--- src/rtl/ooo_pkg.sv ---
// Shared definitions for the out-of-order issue logic.
//   FU_*             : 2-bit functional-unit type codes carried per RS entry
//   RS_SIZE_DEFAULT  : default number of reservation-station entries
//   lsu_state_e      : LSU request handshake states
package ooo_pkg;

  localparam logic [1:0] FU_ALU  = 2'b00;
  localparam logic [1:0] FU_MUL  = 2'b01;
  localparam logic [1:0] FU_LSU  = 2'b10;
  localparam logic [1:0] FU_NONE = 2'b11;

  localparam int unsigned RS_SIZE_DEFAULT = 4;

  typedef enum logic {
    LSU_IDLE = 1'b0,
    LSU_WAIT = 1'b1
  } lsu_state_e;

endpackage

--- src/rtl/rs_oldest_pick.sv ---
// Combinational oldest-entry picker.
//   i_cand  : candidate entries
//   i_age   : age matrix, i_age[j][i]=1 means entry j is older than entry i
//   o_valid : at least one candidate exists
//   o_idx   : oldest candidate; equal-age ties resolve to the lowest index
module rs_oldest_pick #(
  parameter int unsigned N  = 4,
  parameter int unsigned IW = 2
) (
  input  logic [N-1:0]        i_cand,
  input  logic [N-1:0][N-1:0] i_age,
  output logic                o_valid,
  output logic [IW-1:0]       o_idx
);

  logic [N-1:0] w_oldest;

  // An entry is oldest when no other candidate is marked older than it.
  always_comb begin
    w_oldest = '0;
    for (int unsigned i = 0; i < N; i++) begin
      w_oldest[i] = i_cand[i];
      for (int unsigned j = 0; j < N; j++) begin
        if (i_cand[j] && i_age[j][i]) begin
          w_oldest[i] = 1'b0;
        end
      end
    end
  end

  // Scan from the top so the lowest-index oldest entry is the final assignment.
  always_comb begin
    o_valid = |w_oldest;
    o_idx   = '0;
    for (int unsigned i = N; i > 0; i--) begin
      if (w_oldest[i-1]) begin
        o_idx = IW'(i - 1);
      end
    end
  end

endmodule

--- src/rtl/rs_issue_sched.sv ---
// Reservation-station issue scheduler.
// Picks, per functional unit, the oldest valid+ready entry of that unit type,
// issues a registered request and returns a one-hot clear so the RS frees it.
//   clk_i, reset_ni          : clock, asynchronous active-low reset
//   alloc_en_i, alloc_idx_i  : entry allocation (updates age order)
//   entry_valid_i/ready_i    : per-entry occupancy and operand readiness
//   entry_fu_i               : per-entry FU type, bits [2i+1:2i]
//   alu_valid_i              : ALU can accept this cycle
//   mul_valid_i              : MUL unit enabled
//   lsu_ack_i                : LSU accepts the held request
//   alu_request_o/alu_idx_o  : one-cycle ALU issue
//   mul_request_o/mul_idx_o  : one-cycle MUL issue; mul_busy_o while occupied
//   lsu_request_o/lsu_idx_o  : LSU request held until ack
//   issue_clr_o              : entries the RS frees this cycle
module rs_issue_sched
  import ooo_pkg::*;
#(
  parameter int unsigned RS_SIZE = RS_SIZE_DEFAULT,
  parameter int unsigned IDXW    = $clog2(RS_SIZE),
  parameter int unsigned MUL_LAT = 3
) (
  input  logic                   clk_i,
  input  logic                   reset_ni,
  input  logic                   alloc_en_i,
  input  logic [IDXW-1:0]        alloc_idx_i,
  input  logic [RS_SIZE-1:0]     entry_valid_i,
  input  logic [RS_SIZE-1:0]     entry_ready_i,
  input  logic [2*RS_SIZE-1:0]   entry_fu_i,
  input  logic                   alu_valid_i,
  input  logic                   mul_valid_i,
  input  logic                   lsu_ack_i,
  output logic                   alu_request_o,
  output logic [IDXW-1:0]        alu_idx_o,
  output logic                   mul_request_o,
  output logic [IDXW-1:0]        mul_idx_o,
  output logic                   mul_busy_o,
  output logic                   lsu_request_o,
  output logic [IDXW-1:0]        lsu_idx_o,
  output logic [RS_SIZE-1:0]     issue_clr_o
);

  localparam int unsigned CNTW = $clog2(MUL_LAT + 1);

  logic [RS_SIZE-1:0][RS_SIZE-1:0] r_age;

  logic                r_alu_req;
  logic [IDXW-1:0]     r_alu_idx;
  logic                r_mul_req;
  logic [IDXW-1:0]     r_mul_idx;
  logic [CNTW-1:0]     r_mul_cnt;
  lsu_state_e          r_lsu_state;
  lsu_state_e          w_lsu_state_nxt;
  logic [IDXW-1:0]     r_lsu_idx;
  logic [RS_SIZE-1:0]  r_clr;

  logic [RS_SIZE-1:0]  w_inflight;
  logic [RS_SIZE-1:0]  w_elig;
  logic [RS_SIZE-1:0]  w_cand_alu;
  logic [RS_SIZE-1:0]  w_cand_mul;
  logic [RS_SIZE-1:0]  w_cand_lsu;

  logic                w_alu_found;
  logic [IDXW-1:0]     w_alu_pick;
  logic                w_mul_found;
  logic [IDXW-1:0]     w_mul_pick;
  logic                w_lsu_found;
  logic [IDXW-1:0]     w_lsu_pick;

  logic                w_alu_fire;
  logic                w_mul_fire;
  logic                w_lsu_load;
  logic                w_lsu_done;
  logic [RS_SIZE-1:0]  w_clr_nxt;

  // Entries already cleared (RS frees them at the end of this cycle) or held
  // by the LSU must not be picked again.
  always_comb begin
    w_inflight = r_clr;
    if (r_lsu_state == LSU_WAIT) begin
      w_inflight = w_inflight | (RS_SIZE'(1) << r_lsu_idx);
    end
    w_elig     = entry_valid_i & entry_ready_i & ~w_inflight;
    w_cand_alu = '0;
    w_cand_mul = '0;
    w_cand_lsu = '0;
    for (int unsigned i = 0; i < RS_SIZE; i++) begin
      case (entry_fu_i[2*i +: 2])
        FU_ALU:  w_cand_alu[i] = w_elig[i];
        FU_MUL:  w_cand_mul[i] = w_elig[i];
        FU_LSU:  w_cand_lsu[i] = w_elig[i];
        default: ;
      endcase
    end
  end

  rs_oldest_pick #(.N(RS_SIZE), .IW(IDXW)) u_pick_alu (
    .i_cand  (w_cand_alu),
    .i_age   (r_age),
    .o_valid (w_alu_found),
    .o_idx   (w_alu_pick)
  );

  rs_oldest_pick #(.N(RS_SIZE), .IW(IDXW)) u_pick_mul (
    .i_cand  (w_cand_mul),
    .i_age   (r_age),
    .o_valid (w_mul_found),
    .o_idx   (w_mul_pick)
  );

  rs_oldest_pick #(.N(RS_SIZE), .IW(IDXW)) u_pick_lsu (
    .i_cand  (w_cand_lsu),
    .i_age   (r_age),
    .o_valid (w_lsu_found),
    .o_idx   (w_lsu_pick)
  );

  assign w_alu_fire = w_alu_found & alu_valid_i;
  assign w_mul_fire = w_mul_found & mul_valid_i & (r_mul_cnt == '0);

  always_comb begin
    w_lsu_state_nxt = r_lsu_state;
    w_lsu_load      = 1'b0;
    w_lsu_done      = 1'b0;
    case (r_lsu_state)
      LSU_IDLE: begin
        if (w_lsu_found) begin
          w_lsu_state_nxt = LSU_WAIT;
          w_lsu_load      = 1'b1;
        end
      end
      LSU_WAIT: begin
        if (lsu_ack_i) begin
          w_lsu_state_nxt = LSU_IDLE;
          w_lsu_done      = 1'b1;
        end
      end
      default: w_lsu_state_nxt = LSU_IDLE;
    endcase
  end

  always_comb begin
    w_clr_nxt = '0;
    if (w_alu_fire) begin
      w_clr_nxt = w_clr_nxt | (RS_SIZE'(1) << w_alu_pick);
    end
    if (w_mul_fire) begin
      w_clr_nxt = w_clr_nxt | (RS_SIZE'(1) << w_mul_pick);
    end
    if (w_lsu_done) begin
      w_clr_nxt = w_clr_nxt | (RS_SIZE'(1) << r_lsu_idx);
    end
  end

  always_ff @(posedge clk_i or negedge reset_ni) begin
    if (!reset_ni) begin
      r_alu_req   <= 1'b0;
      r_alu_idx   <= '0;
      r_mul_req   <= 1'b0;
      r_mul_idx   <= '0;
      r_mul_cnt   <= '0;
      r_lsu_state <= LSU_IDLE;
      r_lsu_idx   <= '0;
      r_clr       <= '0;
    end else begin
      r_alu_req <= w_alu_fire;
      if (w_alu_fire) begin
        r_alu_idx <= w_alu_pick;
      end
      r_mul_req <= w_mul_fire;
      if (w_mul_fire) begin
        r_mul_idx <= w_mul_pick;
        r_mul_cnt <= CNTW'(MUL_LAT);
      end else if (r_mul_cnt != '0) begin
        r_mul_cnt <= r_mul_cnt - CNTW'(1);
      end
      r_lsu_state <= w_lsu_state_nxt;
      if (w_lsu_load) begin
        r_lsu_idx <= w_lsu_pick;
      end
      r_clr <= w_clr_nxt;
    end
  end

  // New allocation becomes the youngest: every other entry is older than it,
  // and it is older than nobody. Row clear follows the column set so the
  // diagonal stays zero.
  always_ff @(posedge clk_i or negedge reset_ni) begin
    if (!reset_ni) begin
      r_age <= '0;
    end else if (alloc_en_i) begin
      for (int unsigned j = 0; j < RS_SIZE; j++) begin
        if (IDXW'(j) != alloc_idx_i) begin
          r_age[j][alloc_idx_i] <= 1'b1;
        end
      end
      r_age[alloc_idx_i] <= '0;
    end
  end

  assign alu_request_o = r_alu_req;
  assign alu_idx_o     = r_alu_idx;
  assign mul_request_o = r_mul_req;
  assign mul_idx_o     = r_mul_idx;
  assign mul_busy_o    = (r_mul_cnt != '0);
  assign lsu_request_o = (r_lsu_state == LSU_WAIT);
  assign lsu_idx_o     = r_lsu_idx;
  assign issue_clr_o   = r_clr;

endmodule
--- config.mk ---
export PLATFORM = sky130hd
export DESIGN_NAME = rs_issue_sched
export DESIGN_NICKNAME = d
export VERILOG_FILES = /design/src/rtl/ooo_pkg.sv /design/src/rtl/rs_oldest_pick.sv /design/src/rtl/rs_issue_sched.sv
export SDC_FILE = /design/constraint.sdc
export NUM_CORES = 1
export LEC_CHECK = 0
export CAP_MARGIN = 20
export CORE_MARGIN = 2
export CORE_UTILIZATION = 45
export DETAILED_ROUTE_END_ITERATION = 7
export HOLD_SLACK_MARGIN = 0.1
export PLACE_DENSITY = 0.75
export RECOVER_POWER = 25
export REMOVE_ABC_BUFFERS = 1
export SYNTH_ARGS = -nofsm -noshare
export SYNTH_HDL_FRONTEND = slang
export SYNTH_HIERARCHICAL = 1
export SYNTH_SLANG_ARGS = --single-unit
--- constraint.sdc ---
create_clock -name clk_i -period 1.95 [get_ports clk_i]
set_input_delay 0.2925 -clock clk_i [delete_from_list [all_inputs] [get_ports clk_i]]
set_output_delay 0.2925 -clock clk_i [all_outputs]
set_load 0.02 [all_outputs]
### Yosys cells after proc, flatten, opt, wreduce, memory -nomap -nowiden

Cells that the tools add are included.

* input port bits: 24
* ROM bits: 0
* memories kept: 0
* bits in latches: 0
* output and inout port bits: 14
* bits in writable memories: 0
* logic and storage cells: 201
* bits in registers: 31

* $lt $le $gt $ge: 2
* add/subtract/negate cells: 1
* shift-type cells: 3
* equal/unequal tests: 11
* mux-type cells: 96
* reductions and logical operators: 60
* $mul: 0
* bitwise logic cells: 16
* divide/modulo/power cells: 0

Operators with widths (count)
* $mux W1: 66
* $mux W4: 13
* $logic_and A1 B1 Y1: 49
* $mux W2: 14
* $or A4 B4 Y4: 7
* $and A16 B16 Y16: 1
* $not A16 Y16: 1
* $reduce_or A4 Y1: 3
* $shl A1 B2 Y4 const A: 3
* $logic_not A2 Y1: 5
* $and A4 B4 Y4: 2
* $demux W4 S2: 1
* $eq A2 B1 Y1 const B: 4
* $eq A2 B2 Y1 const B: 4
* $reduce_bool A2 Y1: 3
* $ne A2 B2 Y1 const A: 2
* $not A4 Y4: 1
* $and A1 B1 Y1: 3
* $lt A2 B3 Y1 const B: 1
* $demux W1 S2: 1
* $ge A2 B1 Y1 const B: 1
* $ne A1 B2 Y1 const A: 1
* $pmux W1 S2: 1
* $sub A2 B1 Y2 const B: 1
* $not A1 Y1: 1

### Longest topological paths before layout

Gate-level depths: netlist of run 1.

* word-level depth: 21
* mapped depth: 10
* depth with buffers taken out: 10

### By module

The synthesis of run 1 kept the hierarchy.

By module, submodules not included
* rs_issue_sched: area an instance 1396.3 sq um, cells an instance 133, instances 1
* rs_oldest_pick: area an instance 117.6 sq um, cells an instance 17, instances 3

### Worst setup path after synthesis of run 1

Ideal clock, no wire load.

* path kind: reg2reg
* from: register r_lsu_idx[0], in the netlist lsu_idx_o[0]
* to: register r_clr[2], in the netlist issue_clr_o[2]
* clock period less this slack: 2.230 ns
* data arrival time: 2.139 ns
* setup slack: -0.280 ns
* buffers on the path: 0
* stages on the path, launching flop included: 11
* data required time: 1.860 ns
* path through: dfrtp_1 -> nand2b_2 -> o2111ai_2 -> nor3_1 -> a22oi_1 -> nand4b_1 -> nand2_1 -> a21oi_1 -> inv_1 -> or3_1 -> o221ai_1

* elaborated cells on any way between the ends: 97
* classes of those cells: shift: 3; mux: 52; bitwise: 8; reduce/logical: 34

RTL lines
* start: declaration: RTL line rs_issue_sched.sv:53 `logic [IDXW-1:0] r_lsu_idx;`
* start signal: assignment: RTL line rs_issue_sched.sv:178 `r_lsu_idx <= w_lsu_pick;`
* $shl A1 B2 Y4 *: RTL line rs_issue_sched.sv:80 `w_inflight = w_inflight | (RS_SIZE'(1) << r_lsu_idx);`
* $or A4 B4 Y4 *: RTL line rs_issue_sched.sv:80
* $mux W4 *: RTL line rs_issue_sched.sv:79 `if (r_lsu_state == LSU_WAIT) begin`
* $not A4 Y4 *: RTL line rs_issue_sched.sv:82 `w_elig = entry_valid_i & entry_ready_i & ~w_inflight;`
* $and A4 B4 Y4 *: RTL line rs_issue_sched.sv:82
* $mux W1 *: RTL line rs_issue_sched.sv:87 `case (entry_fu_i[2*i +: 2])`
* via w_cand_alu[2]: RTL line rs_issue_sched.sv:58 `logic [RS_SIZE-1:0] w_cand_alu;`
* $mux W1 or $logic_and A1 B1 Y1 (tied branches): RTL line rs_oldest_pick.sv:24 `if (i_cand[j] && i_age[j][i]) begin`
* [6 not listed]
* via w_alu_pick[1]: RTL line rs_issue_sched.sv:63 `logic [IDXW-1:0] w_alu_pick;`
* $shl A1 B2 Y4 *: RTL line rs_issue_sched.sv:144 `w_clr_nxt = w_clr_nxt | (RS_SIZE'(1) << w_alu_pick);`
* $mux W4 *: RTL line rs_issue_sched.sv:143 `if (w_alu_fire) begin`
* $or A4 B4 Y4: RTL line rs_issue_sched.sv:147 `w_clr_nxt = w_clr_nxt | (RS_SIZE'(1) << w_mul_pick);`
* $mux W4 *: RTL line rs_issue_sched.sv:146 `if (w_mul_fire) begin`
* $or A4 B4 Y4: RTL line rs_issue_sched.sv:150 `w_clr_nxt = w_clr_nxt | (RS_SIZE'(1) << r_lsu_idx);`
* $mux W4 *: RTL line rs_issue_sched.sv:149 `if (w_lsu_done) begin`
* via w_clr_nxt[2]: RTL line rs_issue_sched.sv:73 `logic [RS_SIZE-1:0] w_clr_nxt;`
* end signal: assignment: RTL line rs_issue_sched.sv:180 `r_clr <= w_clr_nxt;`
* end: declaration: RTL line rs_issue_sched.sv:54 `logic [RS_SIZE-1:0] r_clr;`

Mark *: on every way through the listed nets, which the timed path passes. The rest lies on a longest branch.
A chain may end at the register's enable or synchronous reset.

### Final worst setup path of run 1

* from: register r_lsu_idx[1], in the netlist lsu_idx_o[1]
* to: register r_clr[2], in the netlist issue_clr_o[2]

* word-level cells in the longest chain between the ends: 21
* elaborated cells on any way between the ends: 97
* classes of those cells: shift: 3; mux: 52; bitwise: 8; reduce/logical: 34

RTL lines (RTL line)
* $shl A1 B2 Y4 *: rs_issue_sched.sv:80
* $or A4 B4 Y4 *: rs_issue_sched.sv:80
* $mux W4 *: rs_issue_sched.sv:79
* $not A4 Y4 *: rs_issue_sched.sv:82
* $and A4 B4 Y4 *: rs_issue_sched.sv:82
* $mux W1 *: rs_issue_sched.sv:87
* via w_cand_alu[0]: rs_issue_sched.sv:58
* $logic_and A1 B1 Y1: rs_oldest_pick.sv:24
* [8 not listed]
* via w_alu_pick[1]: rs_issue_sched.sv:63
* $shl A1 B2 Y4 *: rs_issue_sched.sv:144
* $mux W4 *: rs_issue_sched.sv:143
* $or A4 B4 Y4: rs_issue_sched.sv:147
* $mux W4 *: rs_issue_sched.sv:146
* $or A4 B4 Y4: rs_issue_sched.sv:150
* $mux W4 *: rs_issue_sched.sv:149
* via w_clr_nxt[2]: rs_issue_sched.sv:73

Marks and branches as above.

==> flow_metrics.py, run 1 <==
metrics = {
    "status": {
        "outcome": "finished, violations left",
        "violations": "negative setup slack",
    },
    "run": {
        "maxCapViolCount": 0,
    },
    "clock_network": {
        "clock-sinks": 31,
        "htree_levels": 2,
        "cts.path.max_buffers": 2,
        "clkTransAtPathRegs_ps": 60,
        "clk_latency_ps": 280,
        "cts_tree": "built",
        "cts_buffers": 5,
        "cts_root_buffer": "clkbuf_8",
    },
    "sta": {
        "rsz0062_at_grt": "true",
        "worst-slew-pin-transition_ps": 780.8,
        "post-route-period-util": 1.141,
        "hold_ws_ps": 486.7,
        "tns_ps": -2547,
        "finalHoldViolCount": 0,
        "fmax_ghz": 0.4495,
        "timing.slew.headroom": 0.4794,
        "setup_slack_ps": -274.6,
        "layout_min_cycle_time_ps": 2225,
        "slew_viol_final": 0,
        "finalClockSkew_ps": 6.916,
        "setup_viol": 15,
    },
    "drt": {
        "wirelength_um": 5113,
        "vias": 1730,
        "remaining_drc_errors": 0,
        "wire_per_inst_um": 16.23,
        "ant_nets": 0,
        "via_per_inst": 5.492,
        "firstDrtPassIters": 4,
        "drt_iter0_drc": 100,
    },
    "grt": {
        "grtUsageMet3": 0.06814,
        "grt_max_degree": 32,
        "grt_first_pass_wirelength_um": 7962,
        "grt_overflow": 0,
        "grt_antenna_before_repair": 0,
        "grt_pass1_vias": 1659,
        "grt_use_met2": 0.3988,
        "gr-usage-met1": 0.3045,
        "grt_busiest_layer": "met2",
        "grt_usage": 0.2402,
    },
    "worst_setup_path": {
        "timing.rr.start": "lsu_idx_o[1]$_DFFE_PN0P_",
        "worstPathRequired_ps": 2150,
        "startpoint_type": "flop",
        "rrSetupSlack_ps": -270,
        "endpoint_kind": "flop",
        "worstPathArrival_ps": 2420,
        "worstSetupPathType": "reg2reg",
        "ff2ff_path_depth": 11,
        "reg2reg_to": "issue_clr_o[2]$_DFF_PN0_",
        "critPathMaxFanout": 4,
    },
    "power": {
        "p_sw_frac": 0.3225,
        "p_per_area_mw_per_mm2": 748.8,
        "seqPwrFrac": 0.403,
        "power_frac_clock": 0.241,
        "max-vdd-ir-drop_mv": 0.6795,
        "intPower_mw": 1.403,
        "power_frac_comb": 0.357,
        "power.leakage_nw": 1.171,
        "power_switching_mw": 0.6677,
    },
    "final_layout": {
        "utilization": 0.7497,
        "post_route_cells_drive_above_1_share": 0.3333,
        "area_growth_pct": 58.08,
        "nets": 292,
        "layoutNonFillerInstCount": 315,
        "diodes": 0,
        "finish.instance_area_mm2": 0.002765,
    },
    "yosys": {
        "synth-edff-count": 0,
        "synth.distinct_cells": 36,
        "ys_top_cells_by_area": "dfrtp_1 (44%), nand2_1 (9.7%), nand4b_1 (6.0%), nor3b_2 (4.3%), a22oi_1 (3.9%)",
        "synth_commonest_cells": "nand2_1 (45), dfrtp_1 (31), nand4b_1 (12)",
        "synthCells": 184,
        "ys_warn_count": 6,
        "syn_area_per_cell_um2": 9.506,
        "yosysMostFrequentCell": "nand2_1",
        "ys.flop_type": "dfrtp_1",
        "ys_seq_elements": 31,
        "synth-async-reset-ratio": 1.000,
        "syn-cell-area_mm2": 0.001749,
        "ys_seq_area_frac": 0.4435,
        "synth_top_area_share": 0.4435,
        "yosysTopAreaCell": "dfrtp_1",
    },
    "placement": {
        "placement.io_buffers": 37,
        "placed_area_mm2": 0.002422,
        "placed_cells": 301,
        "dpl.hpwl_um": 3700,
        "gp_congestion": 0.9259,
    },
    "worst_hold_path": {
        "whs_path_depth": 2,
        "hold_path.startpoint": "alu_idx_o[0]$_DFFE_PN0P_",
        "min-delay-path-class": "reg2reg",
        "min_to": "alu_idx_o[0]$_DFFE_PN0P_",
    },
    "floorplanning": {
        "pin_count": 38,
        "initial_core_util": 0.4742,
        "core_area_mm2": 0.003689,
        "die_h_um": 66.35,
        "std_cell_rows": 22,
        "die_area_mm2": 0.004402,
        "die_w_um": 66.35,
    },
}
[layout by cell type (no fill, tap or decap), types with 4 or more instances in the layout]
| master | instances |
|---|---|
| nor2_1 | 4 |
| buf_4 | 34 |
| inv_1 | 10 |
| dfrtp_1 | 29 |
| clkbuf_8 | 6 |
| a21oi_1 | 6 |
| a22oi_2 | 9 |
| nand4b_1 | 12 |
| nand2b_1 | 5 |
| clkdlybuf4s50_1 | 35 |
| nand2_1 | 41 |
| nor3b_4 | 4 |
| buf_6 | 5 |
| o21ai_0 | 8 |
[kinds of logic (layout without fill, tap and decap cells)]
family,after synthesis,in the layout,share of synthesized area
fa+ha+maj,1,1,0.007152
mux,4,4,0.02503
flops,31,31,0.4435
compound gates,43,43,0.1960
buf+inv,13,96,0.02861
simple gates,92,92,0.2997
[per-layer routing]
metal  vias up  wire [um]
met5         -          0
met4         0         70
met3         9        341
met2        56       2506
met1       828       2195
li1        837          -
[what timing repair did]
item,4_1_cts,5_1_grt
setup buffers,5,6
hold buffers,0,0
pin swaps,12,22
endpoints found under the setup margin,15,15
resized for setup,25,17
[how the worst max path moves through the flow]
stage                                   from                       end  slack (ps)  depth (start not counted)
floorplan           lsu_idx_o[0]$_DFFE_PN0P_  issue_clr_o[2]$_DFF_PN0_        -280                         10
global placement            entry_valid_i[2]  issue_clr_o[3]$_DFF_PN0_        -340                         10
detailed placement          entry_valid_i[2]  r_mul_cnt[0]$_DFFE_PN0P_        -440                          9
CTS                 lsu_idx_o[0]$_DFFE_PN0P_  issue_clr_o[3]$_DFF_PN0_        -230                         11
global route        lsu_idx_o[1]$_DFFE_PN0P_  issue_clr_o[2]$_DFF_PN0_        -390                         11
finish              lsu_idx_o[1]$_DFFE_PN0P_  issue_clr_o[2]$_DFF_PN0_        -270                         11
[power by group through the flow]
stage               Sequential [mW]  Clock (mW)  Combinational [mW]
detailed placement            0.826           0               0.614
floorplan                     0.859           0               0.244
global placement              0.821           0               0.593
CTS                           0.826       0.515               0.691
finish                        0.834       0.499               0.738
global route                  0.846       0.548               0.802
[cell type report]
type	count	area (um2)
Clock buffer	6	82.58
Clock inverter	1	5.005
Fill cell	247	923.4
Inverter	12	47.55
Multi-Input combinational cell	140	1102
Sequential cell	31	778.2
Tap cell	48	60.06
Timing Repair Buffer	77	689.4
[per-stage QoR]
step	total power, mW	worst slack [ps]
6_report	2.071	-274.6
5_1_grt	2.196	-386.6
4_1_cts	2.032	-232.8
3_5_place_dp	1.440	-441.1
3_3_place_gp	1.415	-344.4
2_1_floorplan	1.103	-279.6
[worst max-delay path, stage by stage, from the launching register on]
cell	delay [ps]
dfrtp_2	460
buf_4	170
o2111ai_2	290
nor3_1	90
buf_4	160
nand2_1	50
nand4b_1	150
buf_4	180
a21oi_2	120
inv_1	60
or3_1	330
o221ai_1	70
Note: power is estimated with default switching activity, not from simulation.
==> run 2: changes to the inputs <==
Settings changed: CORE_UTILIZATION 45 to 50, CTS_CLUSTER_DIAMETER set to 80, PLACE_DENSITY 0.75 to 0.79.
Clock period 1.95 ns to 2.6 ns, I/O delays scaled along.
==> run 2 against run 1 <==
The flow finishes with violations (max-capacitance violations, max-slew violations); utilization decreased by 6.3 points; die area is 9.4% lower; design area down 17%; largest power group unchanged; highest routed layer unchanged.
==> flow_metrics.py, run 2 (synthesis gave the netlist of run 1 again) <==
metrics = {
    "floorplanning": {
        "std_cell_rows": 21,
        "die_w_um": 63.15,
        "die_area_mm2": 0.003987,
        "pin_count": 38,
        "core_area_mm2": 0.003337,
        "initial_core_util": 0.5242,
        "die_h_um": 63.15,
    },
    "grt": {
        "grt_pass1_vias": 1525,
        "grt_antenna_before_repair": 0,
        "grt_usage": 0.2500,
        "grt_max_degree": 32,
        "grt_overflow": 0,
        "grt_first_pass_wirelength_um": 7645,
    },
    "sta": {
        "finalHoldViolCount": 0,
        "layout_min_cycle_time_ps": 2369,
        "tns_ps": 0,
        "finalClockSkew_ps": 3.667,
        "setup_slack_ps": 231.0,
        "fmax_ghz": 0.4221,
        "post-route-period-util": 0.9112,
        "setup_viol": 0,
        "slew_viol_final": 32,
        "rsz0062_at_grt": "false",
        "timing.slew.headroom": -0.1009,
        "worst-slew-pin-transition_ps": 1651,
    },
    "drt": {
        "wirelength_um": 4556,
        "drt_iter0_drc": 79,
        "wire_per_inst_um": 16.21,
        "remaining_drc_errors": 0,
        "ant_nets": 0,
        "via_per_inst": 5.744,
        "firstDrtPassIters": 4,
        "vias": 1614,
    },
    "final_layout": {
        "area_growth_pct": 30.90,
        "multi_input_area_um2": 923.4,
        "finish.instance_area_mm2": 0.002290,
        "seqCellArea_um2": 775.7,
        "final_common_cell": "nand2_1",
        "fillCellCount": 277,
        "mostFrequentLayoutCells": "nand2_1 (45), clkdlybuf4s50_1 (36), dfrtp_1 (31)",
        "post_route_cells_drive_above_1_share": 0.1447,
        "diodes": 0,
        "nets": 259,
    },
    "clock_network": {
        "ctsResizeCount": 0,
        "hold_buffers": 0,
        "cts_root_buffer": "clkbuf_4",
        "cts.path.max_buffers": 2,
        "clock-sinks": 31,
        "htree_levels": 2,
        "clkTransAtPathRegs_ps": 90,
        "cts_buffers": 5,
        "clk_latency_ps": 340,
        "post_cts_buffers": 0,
        "cts_tree": "built",
    },
    "status": {
        "violations": "max-capacitance violations, max-slew violations",
        "outcome": "finished, violations left",
    },
    "worst_hold_path": {
        "min-delay-path-class": "reg2reg",
        "min_to": "mul_idx_o[1]$_DFFE_PN0N_",
        "hold_path.startpoint": "mul_idx_o[1]$_DFFE_PN0N_",
        "whs_path_depth": 2,
    },
    "power": {
        "power_mw": 1.333,
        "p_per_area_mw_per_mm2": 582.3,
        "power.leakage_nw": 0.9543,
        "max-vdd-ir-drop_mv": 0.4670,
    },
    "worst_setup_path": {
        "endpoint_kind": "flop",
        "worstPathArrival_ps": 2620,
        "rrSetupSlack_ps": 230,
        "startpoint_type": "flop",
        "worstPathRequired_ps": 2850,
        "critPathMaxFanout": 5,
        "worstSetupPathType": "reg2reg",
        "timing.rr.start": "lsu_request_o$_DFF_PN0_",
        "reg2reg_to": "issue_clr_o[2]$_DFF_PN0_",
        "ff2ff_path_depth": 10,
    },
    "placement": {
        "placed_area_mm2": 0.002225,
        "pre_cts_slack_ps": 37.59,
        "gp_congestion": 0.8567,
        "dpl.hpwl_um": 3475,
        "placement.io_buffers": 37,
    },
    "run": {
        "maxCapViolCount": 1,
    },
}
==> run 2: cell types whose count changed in the layout (fill, tap and decap cells not counted), sizes merged <==
| cell | before | now |
|---|---|---|
| clkbuf | 7 | 9 |
| clkinv | 1 | 0 |
| dlymetal6s2s | 1 | 0 |
| buf | 39 | 6 |
| clkdlybuf4s50 | 35 | 36 |
==> run 2: per-stage QoR <==
stage / utilization / std cells / hold WS (ps)
6_report: 0.6862 / 281 / 496.0
5_1_grt: 0.6862 / 281 / 504.3
4_1_cts: 0.6873 / 281 / 450.2
3_5_place_dp: 0.6667 / 273 / 464.3
3_3_place_gp: 0.6667 / 273 / 462.8
2_1_floorplan: - / 183 / 94.41
==> run 2: routing by layer <==
metal / wire length (um) / share of wire / GRT usage / vias to the layer above
li1: - / - / - / 772
met1: 1882 / 0.41 / 0.3189 / 762
met2: 2201 / 0.48 / 0.3936 / 67
met3: 367 / 0.081 / 0.08036 / 13
met4: 106 / 0.023 / 0.1000 / 0
met5: 0 / 0 / 0 / -
==> run 2: power breakdown <==
part	internal [mW]	leakage, nW	switching [mW]	total, mW
clock	0.159	0.0386	0.166	0.325
sequential	0.551	0.402	0.0666	0.618
combinational	0.187	0.514	0.203	0.390
total	0.898	0.954	0.436	1.33
==> run 2: worst max-delay path, cell delays in order (launching register included) <==
cell       delay (ps)
dfrtp_1           430
nand2_1           190
o2111ai_2         170
nor3_1            390
a22oi_1           130
nand4b_1          150
nand2_1            70
a21oi_1           210
inv_1             100
or3_1             350
o221ai_1           80
==> run 2: cell type report <==
type / instances / share of cell area
Inverter: 12 / 0.01967
Tap cell: 46 / 0.02514
Clock buffer: 8 / 0.03005
Sequential cell: 31 / 0.3388
Multi-Input combinational cell: 140 / 0.4033
Timing Repair Buffer: 44 / 0.1831
==> run 2: worst max path at each step <==
stage                                        start                  endpoint  slack, ps
after floorplan           lsu_idx_o[0]$_DFFE_PN0P_  issue_clr_o[2]$_DFF_PN0_        370
after global placement            entry_valid_i[1]  issue_clr_o[0]$_DFF_PN0_        140
after detailed placement          entry_valid_i[3]  issue_clr_o[2]$_DFF_PN0_         40
after CTS                 lsu_idx_o[0]$_DFFE_PN0P_  issue_clr_o[0]$_DFF_PN0_        240
after global routing      lsu_idx_o[0]$_DFFE_PN0P_  issue_clr_o[0]$_DFF_PN0_         40
final                      lsu_request_o$_DFF_PN0_  issue_clr_o[2]$_DFF_PN0_        230
==> run 3: changes to the inputs <==
Settings changed: CTS_CLUSTER_DIAMETER 80 to 100, SLEW_MARGIN set to 5.
==> results of run 3 <==
Final layout, timing and power as in run 2 (identical DEF).
